$ cat src/rtl/spi_master_shifter_if.sv
// User-side word/config bus of the SPI master data path.
// The user (master modport) offers words and frame config; the shifter (slave) returns received words.
interface spi_master_shifter_if #(
  parameter int SPI_MAX_WIDTH_LOG = 4
);
  localparam int DW = 2 ** SPI_MAX_WIDTH_LOG;

  logic                         tx_valid;
  logic                         tx_ready;
  logic [DW-1:0]                tx_data;
  logic [SPI_MAX_WIDTH_LOG-1:0] cfg_width;
  logic                         cfg_cpha;
  logic                         cfg_cpol;
  logic                         cfg_lsb_first;
  logic                         rx_valid;
  logic [DW-1:0]                rx_data;

  modport master (
    output tx_valid, tx_data, cfg_width, cfg_cpha, cfg_cpol, cfg_lsb_first,
    input  tx_ready, rx_valid, rx_data
  );

  modport slave (
    input  tx_valid, tx_data, cfg_width, cfg_cpha, cfg_cpol, cfg_lsb_first,
    output tx_ready, rx_valid, rx_data
  );
endinterface

$ cat src/rtl/spi_master_shifter.sv
// SPI master frame controller: latches a word plus frame config, requests a frame from the
// SCK generator, shifts MOSI/MISO on the generator's edge strobes and returns the received word.
module spi_master_shifter #(
  parameter int SPI_MAX_WIDTH_LOG = 4
) (
  input  logic                         clk,
  input  logic                         rst_n,
  spi_master_shifter_if.slave          usr,
  output logic                         spi_start,
  output logic [SPI_MAX_WIDTH_LOG-1:0] spi_width,
  output logic                         cpol,
  input  logic                         sck_first_edge,
  input  logic                         sck_second_edge,
  input  logic                         cs,
  input  logic                         spi_finish,
  output logic                         mosi,
  input  logic                         miso
);

  localparam int DW = 2 ** SPI_MAX_WIDTH_LOG;
  localparam int CW = SPI_MAX_WIDTH_LOG + 1;

  typedef enum logic [1:0] {IDLE, LOAD, SHIFT, DONE} state_e;

  state_e                       state_q, state_d;
  logic [DW-1:0]                tx_shift_q, tx_shift_d;
  logic [DW-1:0]                rx_shift_q, rx_shift_d;
  logic [CW-1:0]                bit_cnt_q, bit_cnt_d;
  logic                         cpha_q, cpha_d;
  logic                         lsb_first_q, lsb_first_d;
  logic                         first_pend_q, first_pend_d;
  logic                         tx_ready_q, tx_ready_d;
  logic                         spi_start_q, spi_start_d;
  logic [SPI_MAX_WIDTH_LOG-1:0] spi_width_q, spi_width_d;
  logic                         cpol_q, cpol_d;
  logic                         mosi_q, mosi_d;
  logic                         rx_valid_q, rx_valid_d;
  logic [DW-1:0]                rx_data_q, rx_data_d;

  // DW-1-w equals ~w because DW-1 is all ones in the width field.
  logic [SPI_MAX_WIDTH_LOG-1:0] cfg_align_sh;
  logic [SPI_MAX_WIDTH_LOG-1:0] frame_align_sh;
  logic [DW-1:0]                tx_aligned;
  logic                         bits_left;
  logic                         shift_en;
  logic                         sample_en;

  assign cfg_align_sh   = ~usr.cfg_width;
  assign frame_align_sh = ~spi_width_q;
  assign tx_aligned     = usr.cfg_lsb_first ? usr.tx_data : (usr.tx_data << cfg_align_sh);
  assign bits_left      = (bit_cnt_q != ({1'b0, spi_width_q} + CW'(1)));
  assign shift_en       = bits_left && (cpha_q ? sck_first_edge : sck_second_edge);
  assign sample_en      = bits_left && (cpha_q ? sck_second_edge : sck_first_edge);

  always_comb begin
    state_d      = state_q;
    tx_shift_d   = tx_shift_q;
    rx_shift_d   = rx_shift_q;
    bit_cnt_d    = bit_cnt_q;
    cpha_d       = cpha_q;
    lsb_first_d  = lsb_first_q;
    first_pend_d = first_pend_q;
    spi_start_d  = spi_start_q;
    spi_width_d  = spi_width_q;
    cpol_d       = cpol_q;
    mosi_d       = mosi_q;
    rx_valid_d   = 1'b0;
    rx_data_d    = rx_data_q;

    unique case (state_q)
      IDLE: begin
        if (usr.tx_valid && tx_ready_q) begin
          spi_width_d  = usr.cfg_width;
          cpol_d       = usr.cfg_cpol;
          cpha_d       = usr.cfg_cpha;
          lsb_first_d  = usr.cfg_lsb_first;
          rx_shift_d   = '0;
          bit_cnt_d    = '0;
          first_pend_d = 1'b1;
          tx_shift_d   = tx_aligned;
          mosi_d       = usr.cfg_lsb_first ? tx_aligned[0] : tx_aligned[DW-1];
          spi_start_d  = 1'b1;
          state_d      = LOAD;
        end
      end

      LOAD: begin
        if (!cs) begin
          spi_start_d = 1'b0;
          state_d     = SHIFT;
        end
      end

      SHIFT: begin
        if (spi_finish) begin
          rx_data_d  = lsb_first_q ? (rx_shift_q >> frame_align_sh)
                                   : (rx_shift_q & ({DW{1'b1}} >> frame_align_sh));
          rx_valid_d = 1'b1;
          state_d    = DONE;
        end else begin
          // With cpha=1 the first leading edge only presents the bit already on MOSI.
          if (shift_en) begin
            if (cpha_q && first_pend_q) begin
              first_pend_d = 1'b0;
            end else if (lsb_first_q) begin
              tx_shift_d = tx_shift_q >> 1;
              mosi_d     = tx_shift_q[1];
            end else begin
              tx_shift_d = tx_shift_q << 1;
              mosi_d     = tx_shift_q[DW-2];
            end
          end
          if (sample_en) begin
            rx_shift_d = lsb_first_q ? {miso, rx_shift_q[DW-1:1]}
                                     : {rx_shift_q[DW-2:0], miso};
            bit_cnt_d  = bit_cnt_q + CW'(1);
          end
        end
      end

      DONE: begin
        mosi_d  = 1'b0;
        state_d = IDLE;
      end

      default: state_d = IDLE;
    endcase

    tx_ready_d = (state_d == IDLE);
  end

  always_ff @(posedge clk or negedge rst_n) begin
    if (!rst_n) begin
      state_q      <= IDLE;
      tx_shift_q   <= '0;
      rx_shift_q   <= '0;
      bit_cnt_q    <= '0;
      cpha_q       <= 1'b0;
      lsb_first_q  <= 1'b0;
      first_pend_q <= 1'b0;
      tx_ready_q   <= 1'b1;
      spi_start_q  <= 1'b0;
      spi_width_q  <= '0;
      cpol_q       <= 1'b0;
      mosi_q       <= 1'b0;
      rx_valid_q   <= 1'b0;
      rx_data_q    <= '0;
    end else begin
      state_q      <= state_d;
      tx_shift_q   <= tx_shift_d;
      rx_shift_q   <= rx_shift_d;
      bit_cnt_q    <= bit_cnt_d;
      cpha_q       <= cpha_d;
      lsb_first_q  <= lsb_first_d;
      first_pend_q <= first_pend_d;
      tx_ready_q   <= tx_ready_d;
      spi_start_q  <= spi_start_d;
      spi_width_q  <= spi_width_d;
      cpol_q       <= cpol_d;
      mosi_q       <= mosi_d;
      rx_valid_q   <= rx_valid_d;
      rx_data_q    <= rx_data_d;
    end
  end

  assign usr.tx_ready = tx_ready_q;
  assign usr.rx_valid = rx_valid_q;
  assign usr.rx_data  = rx_data_q;
  assign spi_start    = spi_start_q;
  assign spi_width    = spi_width_q;
  assign cpol         = cpol_q;
  assign mosi         = mosi_q;

endmodule

$ cat src/flat_wrapper.sv
// flat-port wrapper written by rule: the top's interface ports become plain ports
module spi_master_shifter_flat 
#(
  parameter int SPI_MAX_WIDTH_LOG = 4
)
  (clk, rst_n, spi_start, spi_width, cpol, sck_first_edge, sck_second_edge, cs, spi_finish, mosi, miso, usr_tx_valid, usr_tx_data, usr_cfg_width, usr_cfg_cpha, usr_cfg_cpol, usr_cfg_lsb_first, usr_tx_ready, usr_rx_valid, usr_rx_data);
  spi_master_shifter_if #(.SPI_MAX_WIDTH_LOG(SPI_MAX_WIDTH_LOG)) usr_i ();
  input  logic clk;
  input  logic rst_n;
  output logic spi_start;
  output logic [SPI_MAX_WIDTH_LOG-1:0] spi_width;
  output logic cpol;
  input  logic sck_first_edge;
  input  logic sck_second_edge;
  input  logic cs;
  input  logic spi_finish;
  output logic mosi;
  input  logic miso;
  input wire logic [$bits(usr_i.tx_valid)-1:0] usr_tx_valid;
  input wire logic [$bits(usr_i.tx_data)-1:0] usr_tx_data;
  input wire logic [$bits(usr_i.cfg_width)-1:0] usr_cfg_width;
  input wire logic [$bits(usr_i.cfg_cpha)-1:0] usr_cfg_cpha;
  input wire logic [$bits(usr_i.cfg_cpol)-1:0] usr_cfg_cpol;
  input wire logic [$bits(usr_i.cfg_lsb_first)-1:0] usr_cfg_lsb_first;
  output wire logic [$bits(usr_i.tx_ready)-1:0] usr_tx_ready;
  output wire logic [$bits(usr_i.rx_valid)-1:0] usr_rx_valid;
  output wire logic [$bits(usr_i.rx_data)-1:0] usr_rx_data;
  assign usr_i.tx_valid = usr_tx_valid;
  assign usr_i.tx_data = usr_tx_data;
  assign usr_i.cfg_width = usr_cfg_width;
  assign usr_i.cfg_cpha = usr_cfg_cpha;
  assign usr_i.cfg_cpol = usr_cfg_cpol;
  assign usr_i.cfg_lsb_first = usr_cfg_lsb_first;
  assign usr_tx_ready = usr_i.tx_ready;
  assign usr_rx_valid = usr_i.rx_valid;
  assign usr_rx_data = usr_i.rx_data;
  spi_master_shifter #(.SPI_MAX_WIDTH_LOG(SPI_MAX_WIDTH_LOG)) u_core (.clk(clk), .rst_n(rst_n), .usr(usr_i), .spi_start(spi_start), .spi_width(spi_width), .cpol(cpol), .sck_first_edge(sck_first_edge), .sck_second_edge(sck_second_edge), .cs(cs), .spi_finish(spi_finish), .mosi(mosi), .miso(miso));
endmodule
$ cat config.mk
export PLATFORM = sky130hd
export DESIGN_NAME = spi_master_shifter_flat
export DESIGN_NICKNAME = d
export VERILOG_FILES = /design/src/rtl/spi_master_shifter_if.sv /design/src/rtl/spi_master_shifter.sv /design/src/flat_wrapper.sv
export SDC_FILE = /design/constraint.sdc
export NUM_CORES = 1
export LEC_CHECK = 0
export ABC_AREA = 1
export BUFFER_PORTS_ARGS = -buffer_cell sky130_fd_sc_hd__buf_2
export CORE_UTILIZATION = 40
export CTS_CLUSTER_SIZE = 16
export DETAILED_ROUTE_END_ITERATION = 6
export PLACE_DENSITY = 0.58
export SKIP_CTS_REPAIR_TIMING = 1
export SYNTH_ARGS = -nofsm -noshare
export SYNTH_HDL_FRONTEND = slang
export SYNTH_SLANG_ARGS = --single-unit
$ cat constraint.sdc
create_clock -name clk -period 2.26 [get_ports clk]
set_input_delay 0.452 -clock clk [delete_from_list [all_inputs] [get_ports clk]]
set_output_delay 0.452 -clock clk [all_outputs]
set_load 0.02 [all_outputs]
After elaboration in Yosys (flattened, before gate mapping)
Index checks and enable logic that the tools add are counted.
{"block": "totals", "ff_bits": 67, "output_inout_bits": 25, "elab_cells": 88}
{"block": "op_classes", "bitwise_logic": 3, "n_reduce_logical": 16, "shifts": 3, "n_mux": 39, "n_eq_ne": 11, "addsub": 2}
{"operator": "two-way mux 16 bit", "n": 11}
{"operator": "one-hot mux 16 bit (2 select lines)", "n": 2}
{"operator": "bitwise AND 16 bit", "n": 1}
{"operator": "left shift 16 x 4 -> 16 bit", "n": 1}
{"operator": "right shift 16 x 4 -> 16 bit", "n": 1}
{"operator": "right shift 16 x 4 -> 16 bit, first input constant", "n": 1}
{"operator": "two-way mux 1 bit", "n": 15}
{"operator": "two-way mux 5 bit", "n": 3}
{"operator": "AND reduction 5 bit", "n": 3}
{"operator": "one-hot mux 5 bit (2 select lines)", "n": 1}
{"operator": "!= test 2 x 1 -> 1 bit, second input constant", "n": 4}
{"operator": "inverter 4 bit", "n": 2}
{"operator": "one-hot mux 2 bit (4 select lines)", "n": 1}
{"operator": "two-way mux 2 bit", "n": 3}
{"operator": "!= test 2 bit, second input constant", "n": 3}
{"operator": "adder 4 x 1 -> 5 bit, second input constant", "n": 1}
{"operator": "adder 5 x 1 -> 5 bit, second input constant", "n": 1}
{"operator": "!= test 5 bit", "n": 1}
{"operator": "equality test 2 bit, second input constant", "n": 2}
{"operator": "logical AND 1 bit", "n": 4}
{"operator": "zero test 2 bit", "n": 2}
{"operator": "one-hot mux 1 bit (2 select lines)", "n": 2}
{"operator": "AND reduction 2 bit", "n": 2}
{"operator": "AND reduction 4 bit", "n": 1}
{"operator": "other kinds (5)", "n": 6}

Logic depth before layout (Yosys ltp)
Gate-level depths: netlist of the first run.
{"block": "logic_depth", "depth_word": 6, "depth_mapped": 16}

Worst setup path before layout of the first run
Ideal clock, no wire load.
{"block": "synth_path", "kind": "reg-to-reg", "start": "register u_core.spi_width_q[1], in the netlist u_core.spi_width[1]", "end": "register u_core.rx_shift_q[6]", "path_stages_with_launch": 15, "arrival_ns": 2.092, "period_less_slack_ns": 2.215, "slack_ns": 0.045, "path_cell_list": "dfrtp_1 > buf_2 > inv_1 > buf_2 > ha_1 > xnor2_1 > nand3_1 > nor2_1 > nand2_2 > nand2_1 > nand2_1 > nand2_1 > buf_6 > buf_6 > o21ai_2"}
{"block": "synth_between", "elab_chain_cells": 5}
{"item": "start: declaration", "line": "spi_master_shifter.sv:34", "source": "logic [SPI_MAX_WIDTH_LOG-1:0] spi_width_q, spi_width_d;"}
{"item": "start signal: assignment", "line": "spi_master_shifter.sv:158", "source": "spi_width_q <= spi_width_d;"}
{"item": "adder 4 x 1 -> 5 bit", "line": "spi_master_shifter.sv:51", "source": "assign bits_left = (bit_cnt_q != ({1'b0, spi_width_q} + CW'(1)));"}
{"item": "!= test 5 bit", "line": "spi_master_shifter.sv:51"}
{"item": "logical AND 1 bit", "line": "spi_master_shifter.sv:53", "source": "assign sample_en = bits_left && (cpha_q ? sck_second_edge : sck_first_edge);"}
{"item": "!= test 2 x 1 -> 1 bit (no line)"}
{"item": "AND reduction 4 bit (no line)"}
{"item": "end signal: assignment", "line": "spi_master_shifter.sv:151", "source": "rx_shift_q <= rx_shift_d;"}
{"item": "end: declaration", "line": "spi_master_shifter.sv:27", "source": "logic [DW-1:0] rx_shift_q, rx_shift_d;"}
Every way passes these cells.
A chain may end at the register's enable or synchronous reset.

Worst setup path after layout of the first run
{"block": "layout_path", "start": "register u_core.spi_width_q[0], in the netlist u_core.spi_width[0]", "end": "register u_core.rx_shift_q[2]"}
Same word-level chain as after synthesis.

==> flow_metrics.env, run 1 <==
export IMPL_status="finished with violations"
export IMPL_violations="DRC"
export IMPL_num_antenna_cells=0
export IMPL_synth_ff_type="dfrtp_1"
export IMPL_critical_path_max_fanout=19
export IMPL_crit_type="register to register"
export IMPL_dieHeight_um=111.7
export IMPL_wl_per_cell_um=16.51
export IMPL_hold_violations=0
export IMPL_required_ns=2.47
export IMPL_dieWidth_um=111.7
export IMPL_vias=5188
export IMPL_syn_area_sq_um=4815
export IMPL_fmax_mhz=491.0
export IMPL_cts_max_level=3
export IMPL_grt_usage=0.2491
export IMPL_fin_skew_ns=0.007998
export IMPL_grt_max_degree=40
export IMPL_ant_nets=0
export IMPL_arrival_ns=2.25
export IMPL_ys_seq_area_frac=0.3485
export IMPL_drtIter0Drc=580
export IMPL_cts_root_buffer_cell="clkbuf_16"
export IMPL_relSlewSlack=0.6121
export IMPL_rr_worst_depth=14
export IMPL_power_density_nw_per_um2=1304
export IMPL_ir_drop_mv=0.4540
export IMPL_grt_pass1_vias=4744
export IMPL_cp_end_kind="register"
export IMPL_p_leak_nw=2.734
export IMPL_post_place_ws_ns=0.1612
export IMPL_antenna_found_initial=0
export IMPL_area_growth_pct=15.75
export IMPL_final_seq_area_sq_um=1678
export IMPL_syn_num_nets=769
export IMPL_cts_made_buffers=9
export IMPL_wirelength_mm=15.34
export IMPL_syn_avg_cell_area_sq_um=6.568
export IMPL_numClockSinks=67
export IMPL_drv_cap=0
export IMPL_clk_latency_ns=0.34
export IMPL_dp_hpwl_mm=11.26
export IMPL_finalSetupViolCount=0
export IMPL_setup_tns_ns=0
export IMPL_synth_edf_count=0
export IMPL_grt_overflow=0
export IMPL_dieArea_sq_um=12480
export IMPL_grt_pass1_wl_mm=24.57
export IMPL_initial_core_util=0.4163
export IMPL_cts_tree="done"
export IMPL_min_period_ns=2.036
export IMPL_period_share=0.9011
export IMPL_drc=9
export IMPL_yosys_warnings=0
export IMPL_finalWorstSetupSlack_ns=0.2235
export IMPL_ys_async_sr_fraction=1.000
export IMPL_synth_cell_types=43
export IMPL_hold_path_class="primary input to asynchronous set/reset pin"
export IMPL_gp_congestion=0.9867
export IMPL_io_buffer_count=55
export IMPL_final_max_slew_viol_count=0
export IMPL_ioPinCount=56
export IMPL_core_sq_um=11560
export IMPL_rsz0062_at_grt="no"
export IMPL_first_pass_iters=7
export IMPL_synthCells=733
export IMPL_finalNetCount=817
export IMPL_fillers=1207
export IMPL_via_per_inst=5.584
export IMPL_ys_seq_elements=67
export IMPL_multi_input_area_sq_um=2789
export IMPL_start_kind="register"
export IMPL_worstMarginPinSlew_ns=0.5797
export IMPL_rows=39
export IMPL_clkTransAtPathRegs_ns=0.05
export IMPL_clockBufferDepth=2
export IMPL_drive_gt1_frac=0.1667
sequential cells by signal (all words and copies together), names as in the netlist:
name / flops
u_core.rx_shift_q: 16
u_core.mosi: 1
u_core.cpol: 1
u_core.bit_cnt_q: 5
u_core.usr.rx_data: 16
u_core.cpha_q: 1
u_core.first_pend_q: 1
u_core.usr.rx_valid: 1
u_core.tx_shift_q: 16
u_core.usr.tx_ready: 1
u_core.spi_width: 4
u_core.lsb_first_q: 1
u_core.spi_start: 1
u_core.state_q: 2
layout make-up:
class / instances / share of cell area
flip-flops and latches: 67 / 0.3011
inverters: 44 / 0.02964
clock inverters: 2 / 0.001796
well taps: 143 / 0.03211
clock buffers: 14 / 0.04917
repair buffers: 77 / 0.08577
multi-input cells: 582 / 0.5004
metal layers:
layer,vias to the layer above,share of wire,track usage
met5,-,0,0
met4,0,0.011,0.07748
met3,14,0.067,0.04682
met2,193,0.44,0.3644
met1,2449,0.48,0.3688
li1,2532,-,-
cell families (layout without fill, tap and decap cells):
logic type | count (synthesis) | in the layout | share of synthesized area
fa+ha+maj | 5 | 5 | 0.01299
xor+xnor | 4 | 4 | 0.007278
simple gates | 423 | 423 | 0.3688
compound gates | 145 | 145 | 0.1752
buf+inv | 84 | 137 | 0.07588
flops | 67 | 67 | 0.3485
mux | 5 | 5 | 0.01143
report_power, final:
group	internal, mW	switching, mW	total [mW]
Sequential	1.60	0.293	1.89
Clock	0.828	0.502	1.33
Combinational	1.36	2.69	4.04
stage by stage:
| step | cells | total power [mW] | instance area, sq um | hold slack, ns | util |
|---|---|---|---|---|---|
| finish | 929 | 7.267 | 5573 | 0.1345 | 0.4819 |
| global route | 929 | 7.848 | 5573 | 0.1650 | 0.4819 |
| CTS | 927 | 7.091 | 5515 | 0.1409 | 0.4769 |
| detailed placement | 911 | 5.726 | 5231 | 0.4591 | 0.4523 |
| global placement | 911 | 5.709 | 5231 | 0.4542 | 0.4523 |
| floorplan | 733 | 4.634 | 4815 | 0.1564 | - |
critical path, cell delays in order, from the launching register on:
cell	delay, ns
dfrtp_1	0.37
ha_2	0.21
inv_1	0.06
ha_1	0.29
inv_1	0.06
nand2_1	0.04
nand2_1	0.05
nand3_1	0.08
nor2_2	0.11
nand2_2	0.08
nand2_1	0.08
nand2_1	0.08
nand2_4	0.14
buf_12	0.16
o21ai_0	0.08
final timing paths:
kind                       slack (ns)                  start                    end
hold / removal                   0.13                  rst_n    u_core.bit_cnt_q[3]
hold reg to reg                  0.47  u_core.usr.rx_data[0]  u_core.usr.rx_data[0]
min in group clk                 0.34           usr_cfg_cpol            u_core.cpol
setup / recovery                 0.22    u_core.spi_width[0]   u_core.rx_shift_q[2]
max in group asynchronous        1.71                  rst_n   u_core.rx_shift_q[3]
setup reg to reg                 0.22    u_core.spi_width[0]   u_core.rx_shift_q[2]
cells in the mapped netlist (2+ instances only):
cell,number,area (sq um)
nand4_1,4,25.02
a21oi_1,49,245.2
xnor2_1,2,17.52
xor2_1,2,17.52
buf_4,2,15.01
nand2_2,4,25.02
dfrtp_1,66,1652
buf_1,5,18.77
buf_2,15,75.07
nor2_1,45,168.9
nor2_4,2,22.52
o211ai_1,5,37.54
a22oi_1,6,45.04
clkbuf_1,14,52.55
a22o_1,2,17.52
mux2_2,4,45.04
inv_1,38,142.6
nor3_1,8,40.04
o21ai_0,50,250.2
or2_2,7,43.79
ha_1,5,62.56
buf_6,3,33.78
nand3_1,88,440.4
o21ai_2,11,96.34
nand2_1,261,979.7
inv_2,5,18.77
a21boi_0,4,30.03
o22ai_1,11,68.82
cell usage in the layout (no fill, tap or decap), types with 2 or more instances in the layout:
| cell type | count |
|---|---|
| or2_2 | 7 |
| nor2_4 | 2 |
| buf_4 | 18 |
| buf_2 | 55 |
| nand4_1 | 4 |
| clkbuf_1 | 2 |
| clkbuf_8 | 3 |
| a22oi_1 | 6 |
| nand3_1 | 88 |
| buf_6 | 2 |
| a21oi_1 | 49 |
| nor2_2 | 2 |
| o211ai_1 | 5 |
| nand2_1 | 260 |
| clkinv_2 | 2 |
| nand2_2 | 3 |
| o21ai_0 | 50 |
| mux2_2 | 4 |
| nor2_1 | 44 |
| a21boi_0 | 4 |
| dfrtp_1 | 66 |
| o22ai_1 | 11 |
| ha_1 | 4 |
| a22o_1 | 2 |
| inv_2 | 5 |
| clkbuf_16 | 10 |
| nand2_4 | 2 |
| nor3_1 | 8 |
| o21ai_2 | 11 |
| xor2_1 | 2 |
| xnor2_1 | 2 |
| inv_1 | 38 |
Note: power is estimated with default switching activity, not from simulation.
==> run 2, diff against run 1 <==
--- a/config.mk
+++ b/config.mk
@@ -5,7 +5,6 @@
 export SDC_FILE = /design/constraint.sdc
 export NUM_CORES = 1
 export LEC_CHECK = 0
-export ABC_AREA = 1
 export BUFFER_PORTS_ARGS = -buffer_cell sky130_fd_sc_hd__buf_2
 export CORE_UTILIZATION = 40
 export CTS_CLUSTER_SIZE = 16
==> run 2 against run 1 <==
  * The flow finishes with violations (setup timing)
  * Global-route usage is 3.7 points lower
  * Critical path type unchanged
  * First-iteration DRC count is 47% lower
  * Highest routed layer unchanged
  * Setup slack worse by 0.35 ns
==> flow_metrics.env, run 2 <==
export IMPL_status="finished with violations"
export IMPL_violations="setup timing"
export IMPL_critPathBufInv=5
export IMPL_synth_xor_area_frac=0.01222
export IMPL_vias=4355
export IMPL_required_ns=2.50
export IMPL_initial_core_util=0.4091
export IMPL_finalNetCount=629
export IMPL_wirelength_mm=13.31
export IMPL_power_density_nw_per_um2=1171
export IMPL_cts_max_level=3
export IMPL_gp_congestion=0.8747
export IMPL_worstReg2RegEnd="u_core.rx_shift_q[15]"
export IMPL_grt_pass1_wl_mm=21.38
export IMPL_fmax_mhz=419.4
export IMPL_first_pass_iters=5
export IMPL_hold_ws_ns=0.1430
export IMPL_synth_area_leaders="dfrtp_1, mux4_2, mux2i_1"
export IMPL_numClockSinks=67
export IMPL_synthCells=495
export IMPL_dieWidth_um=112.8
export IMPL_slowest_delay_ns=0.55
export IMPL_drv_cap=0
export IMPL_rr_worst_depth=11
export IMPL_num_antenna_cells=0
export IMPL_critical_path_max_fanout=10
export IMPL_io_buffer_count=55
export IMPL_drc=0
export IMPL_syn_area_sq_um=4913
export IMPL_final_common_cell="dfrtp_1"
export IMPL_arrival_ns=2.62
export IMPL_ant_nets=0
export IMPL_crit_chain="buf_8 -> clkinv_4 -> ha_4 -> xor2_2 -> or4b_4 -> o31ai_4 -> buf_6 -> buf_12 -> buf_12 -> nand2_1 -> o31ai_1"
export IMPL_synthMuxAreaShare=0.2689
export IMPL_hold_path_class="primary input to asynchronous set/reset pin"
export IMPL_synth_ff_type="dfrtp_1"
export IMPL_synth_most_common_cell="dfrtp_1"
export IMPL_cp_depth=11
export IMPL_fin_skew_ns=0.007960
export IMPL_crit_type="register to register"
export IMPL_clkTransAtPathRegs_ns=0.06
export IMPL_antenna_found_initial=0
export IMPL_ys_async_sr_fraction=1.000
export IMPL_period_share=1.055
export IMPL_crit_family="simple AND/OR/NAND/NOR gates"
export IMPL_ioPinCount=56
export IMPL_via_per_inst=5.861
export IMPL_relSlewSlack=0.5959
export IMPL_ir_drop_mv=0.4972
export IMPL_rows=40
export IMPL_drtIter0Drc=309
export IMPL_synth_common_cells="dfrtp_1, nand2_1, o21ai_0"
export IMPL_synth_cell_types=60
export IMPL_grt_max_degree=68
export IMPL_r2r_start="u_core.spi_width[0]"
export IMPL_cpMostUsedCell="buf_12"
export IMPL_finalSetupViolCount=33
export IMPL_synth_simple_area_share=0.1220
export IMPL_yosys_warnings=0
export IMPL_hold_violations=0
export IMPL_wl_per_cell_um=17.92
export IMPL_dieHeight_um=112.8
export IMPL_cts_root_buffer_cell="clkbuf_16"
export IMPL_yosysTopAreaCell="dfrtp_1"
export IMPL_ys_seq_elements=67
export IMPL_r2r_slack_ns=-0.12
export IMPL_core_sq_um=12010
export IMPL_synth_fa_ha_area_frac=0.01273
export IMPL_drive_gt1_frac=0.3792
export IMPL_critPathSlowestCell="or4b_4"
export IMPL_grt_usage=0.2124
export IMPL_cp_end_kind="register"
export IMPL_area_growth_pct=29.11
export IMPL_cts_made_buffers=9
export IMPL_yosysTopAreaCellShare=0.3361
export IMPL_synth_top_family_by_area="multiplexers"
export IMPL_rsz0062_at_grt="yes"
export IMPL_ys_seq_area_frac=0.3415
export IMPL_synth_compound_area_frac=0.1925
export IMPL_fillers=1074
export IMPL_cts_tree="done"
export IMPL_grt_pass1_vias=4196
export IMPL_dieArea_sq_um=12730
export IMPL_synth_edf_count=0
export IMPL_syn_avg_cell_area_sq_um=9.926
export IMPL_final_max_slew_viol_count=0
export IMPL_finalWorstSetupSlack_ns=-0.1246
export IMPL_start_kind="register"
export IMPL_layout_common_cells="dfrtp_1, buf_4, buf_2"
export IMPL_clockBufferDepth=2
export IMPL_worstMarginPinSlew_ns=0.6022
export IMPL_p_leak_nw=2.777
export IMPL_grt_overflow=0
export IMPL_dp_hpwl_mm=9.645
export IMPL_post_place_ws_ns=-0.2151
export IMPL_min_period_ns=2.385
export IMPL_clk_latency_ns=0.33
export IMPL_syn_num_nets=531
==> run 2: cell count changes after synthesis, sizes merged, moves of 17 or more <==
cell   before  now
nand2     265   49
o21ai      62   45
mux4        0   26
mux2i       1   36
o31ai       1   21
nand3      89   12
a21oi      50   32
inv        43   12
nor2       48   24
mux2        4   29
==> run 2: power breakdown <==
| part | internal (mW) | total, mW | switching, mW | leakage, nW |
|---|---|---|---|---|
| Combinational | 1.95 | 3.98 | 2.02 | 1.75 |
| Clock | 1.01 | 1.51 | 0.493 | 0.155 |
| Sequential | 1.56 | 1.95 | 0.386 | 0.868 |
==> run 2: worst max-delay path by stage <==
stage                              startpoint                     to  slack (ns)
after floorplan           u_core.spi_width[0]  u_core.tx_shift_q[10]       -0.35
after global placement    u_core.spi_width[0]   u_core.tx_shift_q[1]       -0.18
after detailed placement  u_core.spi_width[0]   u_core.tx_shift_q[3]       -0.22
after CTS                 u_core.spi_width[0]   u_core.tx_shift_q[3]       -0.23
after global routing      u_core.spi_width[0]  u_core.rx_shift_q[13]       -0.19
final                     u_core.spi_width[0]  u_core.rx_shift_q[15]       -0.12
==> run 2: metal layers <==
layer,share of wire,wire length [um],vias up,GRT usage
li1,-,-,2073,-
met1,0.48,6340,2101,0.3074
met2,0.45,6010,163,0.3218
met3,0.055,730,18,0.03803
met4,0.017,231,0,0.07022
met5,0,0,-,0
==> run 2: cell families (layout without fill, tap and decap cells) <==
group           count (synthesis)  after routing
compound gates                148            148
simple gates                  122            122
mux                            91             91
flops                          67             67
buf+inv                        56            157
xor+xnor                        6              6
fa+ha+maj                       5              5
==> run 2: cell type report <==
class	instances	area [sq um]	share of cell area
clock buffers	12	256.5	0.04043
clock inverters	2	60.06	0.009467
repair buffers	129	991.0	0.1562
inverters	14	65.06	0.01026
well taps	147	183.9	0.02899
multi-input cells	372	3104	0.4893
flip-flops and latches	67	1683	0.2653
==> run 2: through the flow <==
step | instance area (sq um) | power (mW) | utilization | instances | TNS [ns]
after global placement | 5742 | 5.350 | 0.4780 | 715 | -3.128
after global routing | 6344 | 7.858 | 0.5281 | 743 | -4.942
after CTS | 6058 | 6.947 | 0.5044 | 729 | -4.661
after detailed placement | 5742 | 5.418 | 0.4780 | 715 | -4.019
final | 6344 | 7.431 | 0.5281 | 743 | -2.539
after floorplan | 5024 | 4.447 | - | 495 | -8.860
==> run 3, diff against run 2 <==
--- a/config.mk
+++ b/config.mk
@@ -14,3 +14,4 @@
 export SYNTH_ARGS = -nofsm -noshare
 export SYNTH_HDL_FRONTEND = slang
 export SYNTH_SLANG_ARGS = --single-unit
+export TNS_END_PERCENT = 50
==> run 3 against run 2 <==
  * The run still ends with setup timing left
  * Sequential power about the same
  * Highest routed layer unchanged
  * Hold slack is essentially flat
  * Routed wire length rose by 2.2%
  * Global-route usage rose by 1.0 points
  * Critical path depth down 2
  * Combinational power down 7.8%
  * Clock power is 9.9% lower
  * Clock skew shrank 0.00079 ns
  * Critical path type unchanged
  * Power down 6.2%
  * Sequential cell count stayed put
==> flow_metrics.env, run 3 (same netlist as run 2, synthesis figures left out) <==
export IMPL_dieWidth_um=112.8
export IMPL_final_area_sq_um=6167
export IMPL_drv_cap=0
export IMPL_final_max_slew_viol_count=0
export IMPL_pwr_share_comb=0.526
export IMPL_min_period_ns=2.359
export IMPL_wl_per_cell_um=18.44
export IMPL_hold_violations=0
export IMPL_clock_power_share=0.195
export IMPL_finalNetCount=621
export IMPL_switching_share=0.4092
export IMPL_status="finished with violations"
export IMPL_grt_overflow=0
export IMPL_first_pass_iters=5
export IMPL_wirelength_mm=13.61
export IMPL_critical_path_max_fanout=7
export IMPL_via_per_inst=5.919
export IMPL_ant_nets=0
export IMPL_final_seq_area_sq_um=1683
export IMPL_cts_made_buffers=9
export IMPL_vias=4368
export IMPL_clockBufferDepth=2
export IMPL_setup_tns_ns=-1.481
export IMPL_grt_usage=0.2225
export IMPL_io_buffer_count=55
export IMPL_fmax_mhz=423.9
export IMPL_grt_pass1_vias=4175
export IMPL_drive_gt1_frac=0.3559
export IMPL_multi_input_area_sq_um=3088
export IMPL_gp_congestion=0.8940
export IMPL_r2r_slack_ns=-0.1
export IMPL_power_net_switching_mw=2.851
export IMPL_violations="setup timing"
export IMPL_clk_latency_ns=0.34
export IMPL_cts_root_buffer_cell="clkbuf_16"
export IMPL_core_sq_um=12010
export IMPL_drtIter0Drc=332
export IMPL_placed_area_sq_um=5717
export IMPL_finalSetupViolCount=29
export IMPL_cts_max_level=3
export IMPL_ir_drop_mv=0.4928
export IMPL_fin_skew_ns=0.007175
export IMPL_cp_end_kind="register"
export IMPL_final_common_cell="dfrtp_1"
export IMPL_relSlewSlack=0.6007
export IMPL_ioPinCount=56
export IMPL_crit_type="register to register"
export IMPL_fillers=1113
export IMPL_antenna_found_initial=0
export IMPL_p_seq_frac=0.279
export IMPL_initial_core_util=0.4091
export IMPL_area_growth_pct=25.52
export IMPL_drc=0
export IMPL_worstMarginPinSlew_ns=0.5949
export IMPL_clkTransAtPathRegs_ns=0.06
export IMPL_p_int_mw=4.117
export IMPL_p_leak_nw=2.692
export IMPL_rows=40
export IMPL_power_density_nw_per_um2=1130
export IMPL_dieArea_sq_um=12730
export IMPL_dp_hpwl_mm=9.866
export IMPL_hold_path_class="primary input to asynchronous set/reset pin"
export IMPL_finalPower_mw=6.968
export IMPL_arrival_ns=2.57
export IMPL_grt_pass1_wl_mm=21.98
export IMPL_period_share=1.044
export IMPL_dieHeight_um=112.8
export IMPL_required_ns=2.48
export IMPL_start_kind="register"
export IMPL_layout_common_cells="dfrtp_1, buf_4, buf_2"
export IMPL_grt_max_degree=68
export IMPL_numClockSinks=67
export IMPL_cts_tree="done"
export IMPL_rsz0062_at_grt="yes"
export IMPL_finalWorstSetupSlack_ns=-0.09895
run 3: power groups by stage:
stage	logic [mW]	clock network (mW)	registers, mW
2_1_floorplan	2.48	0	1.94
3_3_place_gp	3.35	0	1.93
3_5_place_dp	3.40	0	1.94
4_1_cts	3.41	1.38	1.93
5_1_grt	3.97	1.43	1.98
6_report	3.67	1.36	1.94
run 3: routing by layer:
layer,track usage,part of all wire,vias up
li1,-,-,2047
met1,0.3228,0.47,2173
met2,0.3362,0.46,133
met3,0.04606,0.053,15
met4,0.06222,0.013,0
met5,0,0,-
run 3: layout make-up:
class                   instances  share of cell area
multi-input cells             372              0.5007
flip-flops and latches         67              0.2729
repair buffers                121              0.1402
clock buffers                  13             0.03895
well taps                     147             0.02982
inverters                      14             0.01055
clock inverters                 3            0.006492
diodes                          1           0.0004058
run 3: critical path, stage by stage, from the launching register on:
cell	delay, ns
dfrtp_2	0.42
ha_2	0.20
inv_2	0.06
ha_4	0.19
xor2_2	0.15
or3_4	0.35
nor4_4	0.29
nor2_4	0.09
buf_6	0.17
mux2_1	0.31
run 3: final timing paths:
kind / from / to / cells past startpoint
worst max register to register: u_core.spi_width[0] / u_core.tx_shift_q[3] / 9
worst min register to register: u_core.usr.rx_data[11] / u_core.usr.rx_data[11] / 2
max in group asynchronous: rst_n / u_core.usr.tx_ready / 2
min in group clk: usr_cfg_cpha / u_core.cpha_q / 2
worst min-delay path: rst_n / u_core.cpol / 2
worst max-delay path: u_core.spi_width[0] / u_core.tx_shift_q[3] / 9
run 3: metrics by stage:
stage / util / hold slack (ns) / worst slack, ns / std cells
2_1_floorplan: - / 0.1564 / -0.3491 / 495
3_3_place_gp: 0.4759 / 0.4598 / -0.1890 / 715
3_5_place_dp: 0.4759 / 0.4663 / -0.2451 / 715
4_1_cts: 0.4993 / 0.1524 / -0.2612 / 731
5_1_grt: 0.5132 / 0.1674 / -0.1819 / 737
6_report: 0.5134 / 0.1433 / -0.09895 / 738
